[config.mk]
export PLATFORM = sky130hd
export DESIGN_NAME = red_reduction_unit
export DESIGN_NICKNAME = d
export VERILOG_FILES = /design/src/rtl/red_reduction_unit.sv
export SDC_FILE = /design/constraint.sdc
export NUM_CORES = 1
export LEC_CHECK = 0
export BUFFER_PORTS_ARGS = -buffer_cell sky130_fd_sc_hd__buf_4
export CAP_MARGIN = 15
export CORE_MARGIN = 2
export CORE_UTILIZATION = 50
export DETAILED_ROUTE_END_ITERATION = 10
export PLACE_DENSITY = 0.79
export SYNTH_ARGS = -nofsm -noshare
export SYNTH_HDL_FRONTEND = slang
export SYNTH_SLANG_ARGS = --single-unit
[constraint.sdc]
create_clock -name clk -period 0.8 [get_ports clk]
set_input_delay 0.08 -clock clk [delete_from_list [all_inputs] [get_ports clk]]
set_output_delay 0.08 -clock clk [all_outputs]
set_load 0.05 [all_outputs]
[src/rtl/red_reduction_unit.sv]
// Registered byte-reduction adder for the RED instruction: adds the four signed bytes of A and B.
// Optional macro RED_PARTIAL_OUT_EN exports the registered 9-bit hi/lo byte-pair sums.

// 4-bit carry-lookahead block with flattened carry equations
module red_cla4 (
   input  logic [3:0] a,
   input  logic [3:0] b,
   input  logic       cin,
   output logic [3:0] sum,
   output logic       cout
);
   logic [3:0] g;
   logic [3:0] p;
   logic [3:0] c;

   always_comb begin
      g    = a & b;
      p    = a ^ b;
      c[0] = cin;
      c[1] = g[0] | (p[0] & cin);
      c[2] = g[1] | (p[1] & g[0]) | (p[1] & p[0] & cin);
      c[3] = g[2] | (p[2] & g[1]) | (p[2] & p[1] & g[0]) | (p[2] & p[1] & p[0] & cin);
      cout = g[3] | (p[3] & g[2]) | (p[3] & p[2] & g[1]) | (p[3] & p[2] & p[1] & g[0])
           | (p[3] & p[2] & p[1] & p[0] & cin);
      sum  = p ^ c;
   end
endmodule

// Signed byte + signed byte -> 9-bit signed; two CLA blocks plus a sign-bit stage
module red_byte_add (
   input  logic [7:0] a,
   input  logic [7:0] b,
   output logic [8:0] s
);
   logic c4;
   logic c8;
   logic [3:0] s_lo;
   logic [3:0] s_hi;

   red_cla4 u_cla_lo (
      .a    (a[3:0]),
      .b    (b[3:0]),
      .cin  (1'b0),
      .sum  (s_lo),
      .cout (c4)
   );

   red_cla4 u_cla_hi (
      .a    (a[7:4]),
      .b    (b[7:4]),
      .cin  (c4),
      .sum  (s_hi),
      .cout (c8)
   );

   // Bit 8 adds the replicated sign bits, so it never overflows
   always_comb begin
      s = {a[7] ^ b[7] ^ c8, s_hi, s_lo};
   end
endmodule

// 9-bit signed + 9-bit signed -> 10-bit signed; two CLA blocks plus a 2-bit lookahead tail
module red_tot_add (
   input  logic [8:0] hi,
   input  logic [8:0] lo,
   output logic [9:0] tot
);
   logic       c4;
   logic       c8;
   logic [3:0] s_lo;
   logic [3:0] s_mid;
   logic       g8;
   logic       p8;
   logic       c9;

   red_cla4 u_cla_lo (
      .a    (hi[3:0]),
      .b    (lo[3:0]),
      .cin  (1'b0),
      .sum  (s_lo),
      .cout (c4)
   );

   red_cla4 u_cla_mid (
      .a    (hi[7:4]),
      .b    (lo[7:4]),
      .cin  (c4),
      .sum  (s_mid),
      .cout (c8)
   );

   // Bits 8 and 9 share operands (sign extension), hence one g/p pair
   always_comb begin
      g8  = hi[8] & lo[8];
      p8  = hi[8] ^ lo[8];
      c9  = g8 | (p8 & c8);
      tot = {p8 ^ c9, p8 ^ c8, s_mid, s_lo};
   end
endmodule

module red_reduction_unit #(
   parameter int unsigned WIDTH = 16
) (
   input  logic             clk,
   input  logic             rst_n,
   input  logic             in_valid,
   input  logic [WIDTH-1:0] A,
   input  logic [WIDTH-1:0] B,
   output logic [WIDTH-1:0] Sum,
`ifdef RED_PARTIAL_OUT_EN
   output logic [8:0]       hi_sum,
   output logic [8:0]       lo_sum,
`endif
   output logic             out_valid
);
   localparam int unsigned BYTE_W = 8;
   localparam int unsigned PART_W = BYTE_W + 1;
   localparam int unsigned TOT_W  = BYTE_W + 2;

   logic [WIDTH-1:0]  op_a;
   logic [WIDTH-1:0]  op_b;
   logic [PART_W-1:0] hi;
   logic [PART_W-1:0] lo;
   logic [TOT_W-1:0]  tot;

   logic [WIDTH-1:0]  sum_d;
   logic [WIDTH-1:0]  sum_q;
   logic              out_valid_d;
   logic              out_valid_q;

   // Zero operands when not qualified so unknown inputs cannot reach the datapath
   always_comb begin
      op_a = in_valid ? A : '0;
      op_b = in_valid ? B : '0;
   end

   red_byte_add u_hi_add (
      .a (op_a[15:8]),
      .b (op_b[15:8]),
      .s (hi)
   );

   red_byte_add u_lo_add (
      .a (op_a[7:0]),
      .b (op_b[7:0]),
      .s (lo)
   );

   red_tot_add u_tot_add (
      .hi  (hi),
      .lo  (lo),
      .tot (tot)
   );

   always_comb begin
      sum_d       = sum_q;
      out_valid_d = in_valid;
      if (in_valid) begin
         sum_d = {{(WIDTH-TOT_W){tot[TOT_W-1]}}, tot};
      end
   end

   always_ff @(posedge clk or negedge rst_n) begin
      if (!rst_n) begin
         sum_q       <= '0;
         out_valid_q <= 1'b0;
      end else begin
         sum_q       <= sum_d;
         out_valid_q <= out_valid_d;
      end
   end

   assign Sum       = sum_q;
   assign out_valid = out_valid_q;

`ifdef RED_PARTIAL_OUT_EN
   logic [PART_W-1:0] hi_sum_d;
   logic [PART_W-1:0] hi_sum_q;
   logic [PART_W-1:0] lo_sum_d;
   logic [PART_W-1:0] lo_sum_q;

   always_comb begin
      hi_sum_d = hi_sum_q;
      lo_sum_d = lo_sum_q;
      if (in_valid) begin
         hi_sum_d = hi;
         lo_sum_d = lo;
      end
   end

   always_ff @(posedge clk or negedge rst_n) begin
      if (!rst_n) begin
         hi_sum_q <= '0;
         lo_sum_q <= '0;
      end else begin
         hi_sum_q <= hi_sum_d;
         lo_sum_q <= lo_sum_d;
      end
   end

   assign hi_sum = hi_sum_q;
   assign lo_sum = lo_sum_q;
`else
   // Partial sums stay internal in this build
`endif
endmodule

**Word-level counts from Yosys, hierarchy flattened**

Cells that the tools add are included.

- Flip-flop bits (word level): 11
- Bits in latches: 0
- RAM bits: 0
- ROM bits: 0
- Bits of input ports: 35
- Memories: 0

- Add/sub/neg operators: 0
- Multiply operators: 0
- Divide/modulo/power cells: 0
- Magnitude comparators: 0
- Equal/unequal tests: 0
- Shift operators: 0
- Mux-type cells: 2
- Bitwise operators: 151
- Reduce and logical (&&, ||, !) cells: 0

Operators with widths:

| kind | count |
|---|---|
| 1-bit bitwise AND | 77 |
| 1-bit OR | 49 |
| 4-bit bitwise XOR | 12 |
| 16-bit 2-to-1 mux | 2 |
| 4-bit bitwise AND | 6 |
| 1-bit bitwise XOR | 7 |

**Logic depth before layout (Yosys ltp)**

Gate-level depths: netlist (run 1).

- Depth after elaboration: 18
- Depth in mapped cells: 16

**Modules after synthesis**

A second synthesis (run 1) with hierarchy kept.

- Cell total of the unflattened synthesis: 160
- Area, all modules: 1599.0 um^2

By module, submodules not included:

| module | times used | cells each | area an instance (um^2) | sequential area each (um^2) |
|---|---|---|---|---|
| red_reduction_unit | 1 | 63 | 659.4 | 275.3 |
| red_cla4 at u_lo_add.u_cla_hi ... | 4 | 13 | 132.6 | 0.0 |
| red_cla4 at u_hi_add.u_cla_hi ... | 2 | 17 | 147.6 | 0.0 |
| red_tot_add | 1 | 7 | 58.8 | 0.0 |
| red_byte_add | 2 | 2 | 27.5 | 0.0 |

**Least setup slack after synthesis (run 1)**

No wires, ideal clock.

- Kind: input to register
- Start: in in_valid
- End: reg sum_q[8], in the netlist Sum[8]
- Arrival: 3136 ps
- Path slack: -2461 ps
- Cell stages on the path: 15
- Cells stage by stage: clkbuf_1 nand2_1 inv_1 ha_1 a21o_1 a21oi_2 o21bai_1 fa_1 xor2_1 ha_1 nand3_1 o2111ai_2 a21o_1 fa_1 mux2_2

- Cells in the longest elaborated chain, start to end: 16
- Elaborated cells on any way between the ends: 125

RTL lines:

| what | RTL line | RTL |
|---|---|---|
| start, declared | 106 | `input logic in_valid,` |
| 16-bit 2-to-1 mux (on tied branches) | 133, 134 |  |
| 4-bit bitwise XOR or 4-bit bitwise AND (tied branches) | 18, 17 |  |
| 1-bit bitwise AND (on tied branches) | -- |  |
| 1-bit OR, or another cell as far along | 23 | `cout = g[3] \| (p[3] & g[2]) \| (p[3] & p[2] & g[1]) \| (p[3] & p[2] & p[1] & g[0])` |
| 1-bit OR or 1-bit bitwise AND (tied branches) | 23 |  |
| 1-bit OR | 23 |  |
| 1-bit bitwise AND (on tied branches) | 22, 21 |  |
| 1-bit OR (on tied branches) | 22, 21 |  |
| 4-bit bitwise XOR | 25 | `sum = p ^ c;` |
| 4-bit bitwise XOR or 4-bit bitwise AND (tied branches) | 18, 17 |  |
| 1-bit bitwise AND (on tied branches) | 23, 24 |  |
| 1-bit OR, or another cell as far along (2 in series) | 23 |  |
| 1-bit OR or 1-bit bitwise AND (tied branches) | 23, 24 |  |
| 1-bit OR | 24 | `\| (p[3] & p[2] & p[1] & p[0] & cin);` |
| 1-bit bitwise XOR (*) | 97 | `tot = {p8 ^ c9, p8 ^ c8, s_mid, s_lo};` |
| via tot[8] | 124 | `logic [TOT_W-1:0] tot;` |
| end signal, assigned | 168 | `sum_q <= sum_d;` |
| end, declared | 127 | `logic [WIDTH-1:0] sum_q;` |

The timed path passes the listed nets; every way through them passes the cells marked *.
A chain may end at the register's enable or synchronous reset.

**Worst setup path after layout (run 1)**

Ends and elaborated chain as after synthesis.

==> out/results.txt, run 1 <==
Wires add up to 7.33 mm. Setup repair after global routing could not meet its margin everywhere. The final max-slew violation count came out at 0.

The number of enable-type register cells in the synthesized netlist works out to 0. For the number of nets still failing antenna checks after routing, the log shows 0. Largest family of logic cells by synthesized area: adder cells. After synthesis, the most frequently instantiated cells are sky130_fd_sc_hd__and2_1, sky130_fd_sc_hd__ha_1, sky130_fd_sc_hd__inv_1, sky130_fd_sc_hd__xnor2_1, sky130_fd_sc_hd__dfrtp_1. Number of rows in the core area: 20.

For this run, the leading register cell type out of synthesis is sky130_fd_sc_hd__dfrtp_1. After routing, the total negative slack on setup checks comes to -18.35 ns. The number of antenna diodes in the final layout is 0. For this run, the post-layout net count is 336. The hold violation total from the final report was 0; the storage element area was 279 um2. STA classifies the critical path startpoint as an input port.

Dividing the synthesized area by the synthesized cell count gives 9.13 um2. STA classifies the critical path endpoint as a flip-flop. The aggregate global-route resource usage came out at 0.372.

The share of layout cells above drive strength 1 works out to 0.647. The die outline width was 59.7 um. For the worst max-slew margin expressed relative to the limit, the log shows 0.759. For the final setup violation count, the log shows 27.

For this run the aggregate overflow at the end of global routing stands at 0. The number of vias per cell was 6.16; the via count was 1,860. The number of nets handed over by synthesis was 236.

The number of buffers added on ports came out at 51. For the area taken by multi-input logic gates, the log shows 1460 um2. For the pin with the worst max-slew slack, the measured transition is 0.358 ns.

Post-synthesis compound-gate area fraction: 0.131. The core region is 3000 um2. The count of pins on the block boundary was 52. TritonCTS built the clock tree.

Once detailed placement completed, the half-perimeter wirelength came to 2.98 mm. The Yosys warning count was 0; the clock transition time at the flip-flop clock pins of the worst setup and hold paths was 0.08 ns. The starting utilization of the core area came out at 0.517. Number of filler instances in the final layout: 82.

Based on the critical path, the design can be clocked at up to 326 MHz. In the post-synthesis netlist, the cell with the most instances is sky130_fd_sc_hd__and2_1. For this design the ratio of total power to cell area is 2210 nW/um2. The clock drives 11 sinks. For the sequential share of the synthesized area, the log shows 0.177. The post-synthesis cell area came out at 1550 um2.

Timing analysis after detailed placement gives a worst setup slack of -2.43 ns. The area share of the largest cell type after synthesis is 0.194. The first detailed-routing pass ran for 4 iterations. For this run, the number of standard cells in the final layout without fillers is 302.

The detailed-route wire length per cell came out at 24.3 um. The die covers 3560 um2. The clock latency at the later pin of the worst-skew pair is 0.29 ns.

The critical path is of the input port to flip-flop type. The tools report the leakage power figure as 1.44 nW. The share of the synthesized netlist area taken by xor and xnor gates came out at 0.0790. The worst-case IR drop observed on VDD is 2540 uV. The tools report the maximum clock path buffer count as 2. For the number of unique standard cell types used by synthesis, the log shows 31. Fraction of the cycle the final worst path needs: 3.83. Across the run, the number of max-cap violations was 0. The final routed DRC violation total was 0. After the first detailed-routing iteration, the DRC count stood at 132. By area the synthesized netlist is led by sky130_fd_sc_hd__ha_1, sky130_fd_sc_hd__dfrtp_1, sky130_fd_sc_hd__and2_1. Data arrives at the worst endpoint at 3.23 ns. The share of the core filled with cells was 0.937.

The summed area of non-filler cells in the final layout came out at 2810 um2. The cell taking the most area after synthesis is sky130_fd_sc_hd__ha_1. Entering global routing, the biggest net connects 15 pins. The number of storage elements in the synthesis netlist is 11.

The checks that failed: setup timing. The tools report the cell total after placement as 279. The proportion of synthesized flip-flops having asynchronous set or reset works out to 1.00. The adder-cell area share of the yosys netlist is 0.284. In the synthesized netlist, the number of instances is 170. Buffers inserted during clock tree synthesis total 3. Measured along the y axis, the die boundary spans 59.7 um. In this run the worst hold path is classified as input port to async pin.

The mux share of post-synthesis cell area works out to 0.0782. The post-synthesis to final-layout area growth is 81.4%. For the worst clock skew, the log shows 0 ns. For the worst setup path, the data required time is 0.96 ns.

The instance area after placement is 2260 um2, and the clock period minus final worst setup slack is 3.06 ns. The area fraction in and, or, nand and nor cells after synthesis is 0.163. The logs give 0 for the number of antenna violations at the first check in global routing and 9.53 mm for the first-pass GRT wire length.

The tools report the number of global-route vias before repair as 1,927. Clock tree synthesis selected as its root buffer the cell sky130_fd_sc_hd__clkbuf_4. The run gives 1 as the maximum level of the CTS H-tree.

The run finished, with violations left. The worst-path maximum fanout is 7. The final RePlAce weighted congestion was 0.792.

The smallest setup slack after layout came out at -2.26 ns.
[sequential cells by signal (all words and copies together) (netlist names)]
| register | flops |
|---|---|
| out_valid | 1 |
| Sum | 10 |
[cells by family (layout without fill, tap and decap cells)]
family,after synthesis,count (layout)
AOI/OAI and AO/OA,27,27
xor gates and xnor gates,14,14
adders and majority gates,31,31
buffers and inverters,30,129
DFF,11,11
muxes,11,11
and+or+nand+nor,46,46
[power breakdown]
group	total [mW]	internal (mW)	switching (mW)	leakage [nW]
Combinational	4.75	2.16	2.59	1.30
Sequential	1.05	0.799	0.253	0.128
Clock	0.414	0.194	0.220	0.0150
[routing by layer]
layer / part of all wire / GRT usage / wire, um / vias up
li1: - / - / - / 760
met1: 0.34 / 0.378 / 2470 / 884
met2: 0.50 / 0.694 / 3630 / 152
met3: 0.084 / 0.0823 / 615 / 64
met4: 0.084 / 0.200 / 616 / 0
met5: 0 / 0 / 0 / -
[path summary, 6_finish.rpt]
| kind | start | depth (start not counted) | to | slack, ns |
|---|---|---|---|---|
| worst max register to register | Sum[6]$_DFFE_PN0P_ | 2 | Sum[6]$_DFFE_PN0P_ | -0.13 |
| worst min-delay path | rst_n | 2 | Sum[2]$_DFFE_PN0P_ | 0.16 |
| min in group clk | in_valid | 2 | out_valid$_DFF_PN0_ | 0.16 |
| worst max-delay path | in_valid | 16 | Sum[8]$_DFFE_PN0P_ | -2.26 |
| max in group asynchronous | rst_n | 2 | Sum[9]$_DFFE_PN0P_ | 0.45 |
| worst min register to register | Sum[7]$_DFFE_PN0P_ | 2 | Sum[7]$_DFFE_PN0P_ | 0.57 |
[timing repair]
action,4_1_cts,5_1_grt
cloned,1,0
pin swaps,47,20
setup buffers,22,11
endpoints found under the setup margin,27,27
hold buffers,1,0
endpoints found under the hold margin,11,0
gates resized for setup,75,18
[cell type report]
| cell class | instances | share of cell area |
|---|---|---|
| Clock buffer | 4 | 0.00934 |
| Multi-Input combinational cell | 129 | 0.519 |
| Timing Repair Buffer | 105 | 0.329 |
| Inverter | 20 | 0.0293 |
| Tap cell | 33 | 0.0147 |
| Sequential cell | 11 | 0.0992 |
[layout by cell type (no fill, tap or decap), types with 3 or more instances in the layout]
master and n:
sky130_fd_sc_hd__mux2_4 6, sky130_fd_sc_hd__a21o_1 6, sky130_fd_sc_hd__and2_1 18, sky130_fd_sc_hd__nand2_4 3, sky130_fd_sc_hd__inv_4 3, sky130_fd_sc_hd__nand2_1 3, sky130_fd_sc_hd__and2_4 9, sky130_fd_sc_hd__ha_1 14
sky130_fd_sc_hd__inv_2 7, sky130_fd_sc_hd__dfrtp_1 10, sky130_fd_sc_hd__clkbuf_4 3, sky130_fd_sc_hd__ha_4 10, sky130_fd_sc_hd__fa_2 7, sky130_fd_sc_hd__mux2i_1 5, sky130_fd_sc_hd__nor2_1 3, sky130_fd_sc_hd__xnor2_1 7
sky130_fd_sc_hd__a21oi_2 4, sky130_fd_sc_hd__xnor2_2 5, sky130_fd_sc_hd__inv_1 10, sky130_fd_sc_hd__buf_6 27, sky130_fd_sc_hd__buf_4 75
[stage by stage]
step / power, mW / hold slack [ns]
3_3_place_gp: 4.32 / -0.0855
4_1_cts: 5.62 / 0.163
2_1_floorplan: 3.49 / -0.216
5_1_grt: 6.38 / 0.150
6_report: 6.22 / 0.157
3_5_place_dp: 4.44 / -0.0763
[critical path, stage by stage]
cell	delay [ns]
sky130_fd_sc_hd__buf_12	0.13
sky130_fd_sc_hd__nand2_4	0.07
sky130_fd_sc_hd__inv_1	0.09
sky130_fd_sc_hd__ha_4	0.29
sky130_fd_sc_hd__a21oi_4	0.05
sky130_fd_sc_hd__nor2_2	0.18
sky130_fd_sc_hd__o21a_4	0.18
sky130_fd_sc_hd__nor2_4	0.05
sky130_fd_sc_hd__fa_2	0.37
sky130_fd_sc_hd__xnor2_1	0.15
sky130_fd_sc_hd__ha_1	0.35
sky130_fd_sc_hd__nand3_2	0.09
sky130_fd_sc_hd__o2111ai_2	0.23
sky130_fd_sc_hd__a21o_1	0.19
sky130_fd_sc_hd__fa_2	0.43
sky130_fd_sc_hd__mux2_4	0.28
Note: power is estimated with default switching activity, not from simulation.
==> inputs of run 2 (changes only) <==
--- a/config.mk
+++ b/config.mk
@@ -8,3 +8,3 @@
 export BUFFER_PORTS_ARGS = -buffer_cell sky130_fd_sc_hd__buf_4
-export CAP_MARGIN = 15
+export CAP_MARGIN = 20
 export CORE_MARGIN = 2
==> constraint.sdc (replaced) <==
create_clock -name clk -period 0.8 [get_ports clk]
set_input_delay 0.16 -clock clk [delete_from_list [all_inputs] [get_ports clk]]
set_output_delay 0.16 -clock clk [all_outputs]
set_load 0.05 [all_outputs]
==> run 2 against run 1 <==
Net effect: combinational power increased by 2%; first-iteration DRC count increased by 32%; the flow still finishes with violations (setup timing); cell count unchanged; clock power increased by 1%; hold slack improved by 0.10 ns; utilization increased by 2.9 points; via count decreased by 0.32%; non-clock buffer count unchanged; register-to-register slack got worse by 0.02 ns; power increased by 2.2%; global-route usage decreased by 2.0 points.
==> out/results.txt, run 2 (synthesis gave the netlist of run 1 again) <==
The run gives 0.792 (about the same) as the final RePlAce weighted congestion. The number of nets in the final layout is 336 (unchanged), and the first-pass GRT wire length is 8.91 mm (was 9.53 mm). The logs give -2.20 ns (was -2.26 ns) for the smallest setup slack after layout and 279 (unchanged) for the cell total after placement.

The clock period minus final worst setup slack is 3.00 ns (was 3.06 ns). For the aggregate global-route resource usage, the log shows 0.352 (was 0.372). The maximum clock path buffer count is 2 (unchanged).

For the sequential share of power, the log shows 0.169 (about the same). The global route total overflow is 0 (unchanged), and the hold violation total from the final report is 0 (unchanged). The tools report the final setup violation count as 27 (unchanged).

The die outline width works out to 59.7 um (unchanged). The die span in y is 59.7 um (unchanged). Clock tree root buffer cell: sky130_fd_sc_hd__clkbuf_4 (unchanged). The logs give 0 (unchanged) for the diode insertion count for antenna repair and 3.21 mW (was 3.15 mW) for the total internal power. The clock transition time at the flip-flop clock pins of the worst setup and hold paths came out at 0.08 ns (about the same). The most frequent standard cell in the layout excluding fill and tap cells is sky130_fd_sc_hd__buf_4 (unchanged). The share of layout cells above drive strength 1 is 0.673 (was 0.647). The iteration count of the initial detailed-routing pass was 4 (unchanged). The logs give 3560 um2 (unchanged) for the die outline area and 7.58 mm (was 7.33 mm) for the total detailed-routing wirelength.

TritonCTS built the clock tree. The run gives 0.066 (was 0.067) as the share of total power in the clock network. Number of buffers added on ports: 51 (unchanged).

The slew of the pin with the lowest slew margin is 0.309 ns (was 0.358 ns). The power density normalized to cell area is 2190 nW/um2 (was 2210 nW/um2), and the total CTS buffers is 3 (unchanged). Launching element type of the critical path: an input port (unchanged). The net switching power was 3.14 mW (was 3.06 mW). The tools report the summed area of non-filler cells in the final layout as 2900 um2 (was 2810 um2). The tools report the maximum level of the CTS H-tree as 1 (unchanged).

The worst-path maximum fanout was 2 (was 7). The type of the tightest min-delay check was input port to flip-flop (was input port to async pin). The endpoint type of the worst setup path was a flip-flop (unchanged).

Highest-count cells in the layout ignoring fill and taps: sky130_fd_sc_hd__buf_4, sky130_fd_sc_hd__buf_6, sky130_fd_sc_hd__and2_1, sky130_fd_sc_hd__ha_4 (was sky130_fd_sc_hd__buf_4, sky130_fd_sc_hd__buf_6, sky130_fd_sc_hd__and2_1, sky130_fd_sc_hd__ha_1). The logs give 2.95 mm (was 2.98 mm) for the detailed placer's ending HPWL and 3.17 ns (was 3.23 ns) for the signal arrival time at the worst endpoint. The number of sinks driven by the clock tree was 11 (unchanged); the setup TNS was -20.13 ns (was -18.35 ns). For the combinational share of power, the log shows 0.765 (was 0.764). The logs give -2.53 ns (was -2.43 ns) for the post-placement worst setup slack and 1,854 (was 1,860) for the via count. The tools report the first-iteration detailed-routing DRC count as 174 (was 132). Failing checks: setup timing (unchanged). The switching fraction of total power was 0.495 (was 0.492). The detailed-route wire length per cell is 25.1 um (was 24.3 um), and the worst clock skew is 0 ns (unchanged). Instance area after placement: 2260 um2 (unchanged). The final max-slew violation count was 0 (unchanged). For the number of global-route vias before repair, the log shows 1,809 (was 1,927). The tools report the required time of the critical path as 0.97 ns (was 0.96 ns). The final-layout worst hold slack is 0.262 ns (was 0.157 ns), and the clock latency at the later pin of the worst-skew pair is 0.29 ns (about the same). The number of flip-flops under the largest register name came out at 10 (unchanged). The logs give 302 (unchanged) for the non-filler instance count after layout and 52 (unchanged) for the count of pins on the block boundary. The count of max-cap constraint violations came out at 0 (unchanged). The run gives 0 (unchanged) as the number of antenna violations at the first check in global routing. Setup repair after global routing could not meet its margin everywhere. The number of filler instances in the final layout was 56 (was 82); the worst max-slew margin expressed relative to the limit was 0.793 (was 0.759). The maximum number of pins on one net before global-route repair is 15 (unchanged). The final routed DRC violation total came out at 0 (unchanged). The number of vias per cell works out to 6.14 (was 6.16).

For the top achievable clock speed, the log shows 334 MHz (was 326 MHz). The storage element area was 279 um2 (unchanged). The logs give 0.517 (unchanged) for the starting utilization of the core area and 6.35 mW (was 6.22 mW) for the overall power consumption.

The fraction of the cycle the final worst path needs came out at 3.75 (was 3.83). The flow ran to the end, but the final reports show violations. Post-synthesis to final-layout area growth: 87.0% (was 81.4%). The logs give 0 (unchanged) for the number of nets still failing antenna checks after routing and 2560 uV (was 2540 uV) for the peak supply drop. The critical path start-end classification is input port to flip-flop (unchanged).

Share of the core filled with cells: 0.966 (was 0.937). The number of rows in the core area is 20 (unchanged), and the leakage power figure is 1.47 nW (was 1.44 nW). For the placeable core area, the log shows 3000 um2 (unchanged).

The area taken by multi-input logic gates is 1510 um2 (was 1460 um2).
-- run 2: changes by cell type in the layout (fill, tap and decap cells not counted), sizes merged --
| cell | change |
|---|---|
| clkbuf | +1 |
| buf | -1 |
-- run 2: layout make-up --
class                   instances  share of cell area
multi-input cells             129               0.520
repair buffers                105               0.332
flip-flops and latches         11              0.0962
inverters                      20              0.0276
well taps                      33              0.0142
clock buffers                   4             0.00906
-- run 2: critical path, stage by stage --
cell	delay [ns]
sky130_fd_sc_hd__buf_4	0.13
sky130_fd_sc_hd__nand2_4	0.07
sky130_fd_sc_hd__inv_2	0.05
sky130_fd_sc_hd__ha_4	0.27
sky130_fd_sc_hd__a21oi_4	0.05
sky130_fd_sc_hd__nor2_2	0.13
sky130_fd_sc_hd__o21a_1	0.19
sky130_fd_sc_hd__nor2_2	0.07
sky130_fd_sc_hd__fa_2	0.57
sky130_fd_sc_hd__inv_2	0.06
sky130_fd_sc_hd__ha_4	0.28
sky130_fd_sc_hd__nand3_2	0.07
sky130_fd_sc_hd__o2111ai_2	0.21
sky130_fd_sc_hd__a21o_1	0.16
sky130_fd_sc_hd__fa_2	0.43
sky130_fd_sc_hd__mux2_4	0.26
-- run 2: final timing paths --
check                                   start             endpoint  slack (ns)  cells after the start
max reg2reg                Sum[5]$_DFFE_PN0P_   Sum[5]$_DFFE_PN0P_       -0.15                      2
min in group asynchronous               rst_n  out_valid$_DFF_PN0_        0.27                      2
min                                  in_valid  out_valid$_DFF_PN0_        0.26                      2
max in group asynchronous               rst_n   Sum[9]$_DFFE_PN0P_        0.34                      2
max                                      A[9]   Sum[8]$_DFFE_PN0P_       -2.20                     16
min reg2reg                Sum[0]$_DFFE_PN0P_   Sum[0]$_DFFE_PN0P_        0.57                      1
-- run 2: what timing repair did --
action                                  CTS  global route
setup buffers                            13            10
gates resized for setup                  70            29
hold endpoints to repair                 11             0
hold buffers                              1             0
endpoints found under the setup margin   27            27
pin swaps                                39            33
gates cloned                              1             1
-- run 2: power groups by stage --
stage,clock [mW],combinational [mW],sequential [mW]
finish,0.418,4.86,1.07
global route,0.441,5.03,1.09
CTS,0.395,4.22,1.01
detailed placement,0,3.48,0.957
global placement,0,3.38,0.940
floorplan,0,1.71,1.78
-- run 2: layer usage --
metal  global-route usage  wire length [um]  vias to the layer above
met5                    0                 0                        -
met4                0.197               801                        0
met3               0.0801               573                       77
met2                0.652              3700                      158
met1                0.356              2510                      861
li1                     -                 -                      758
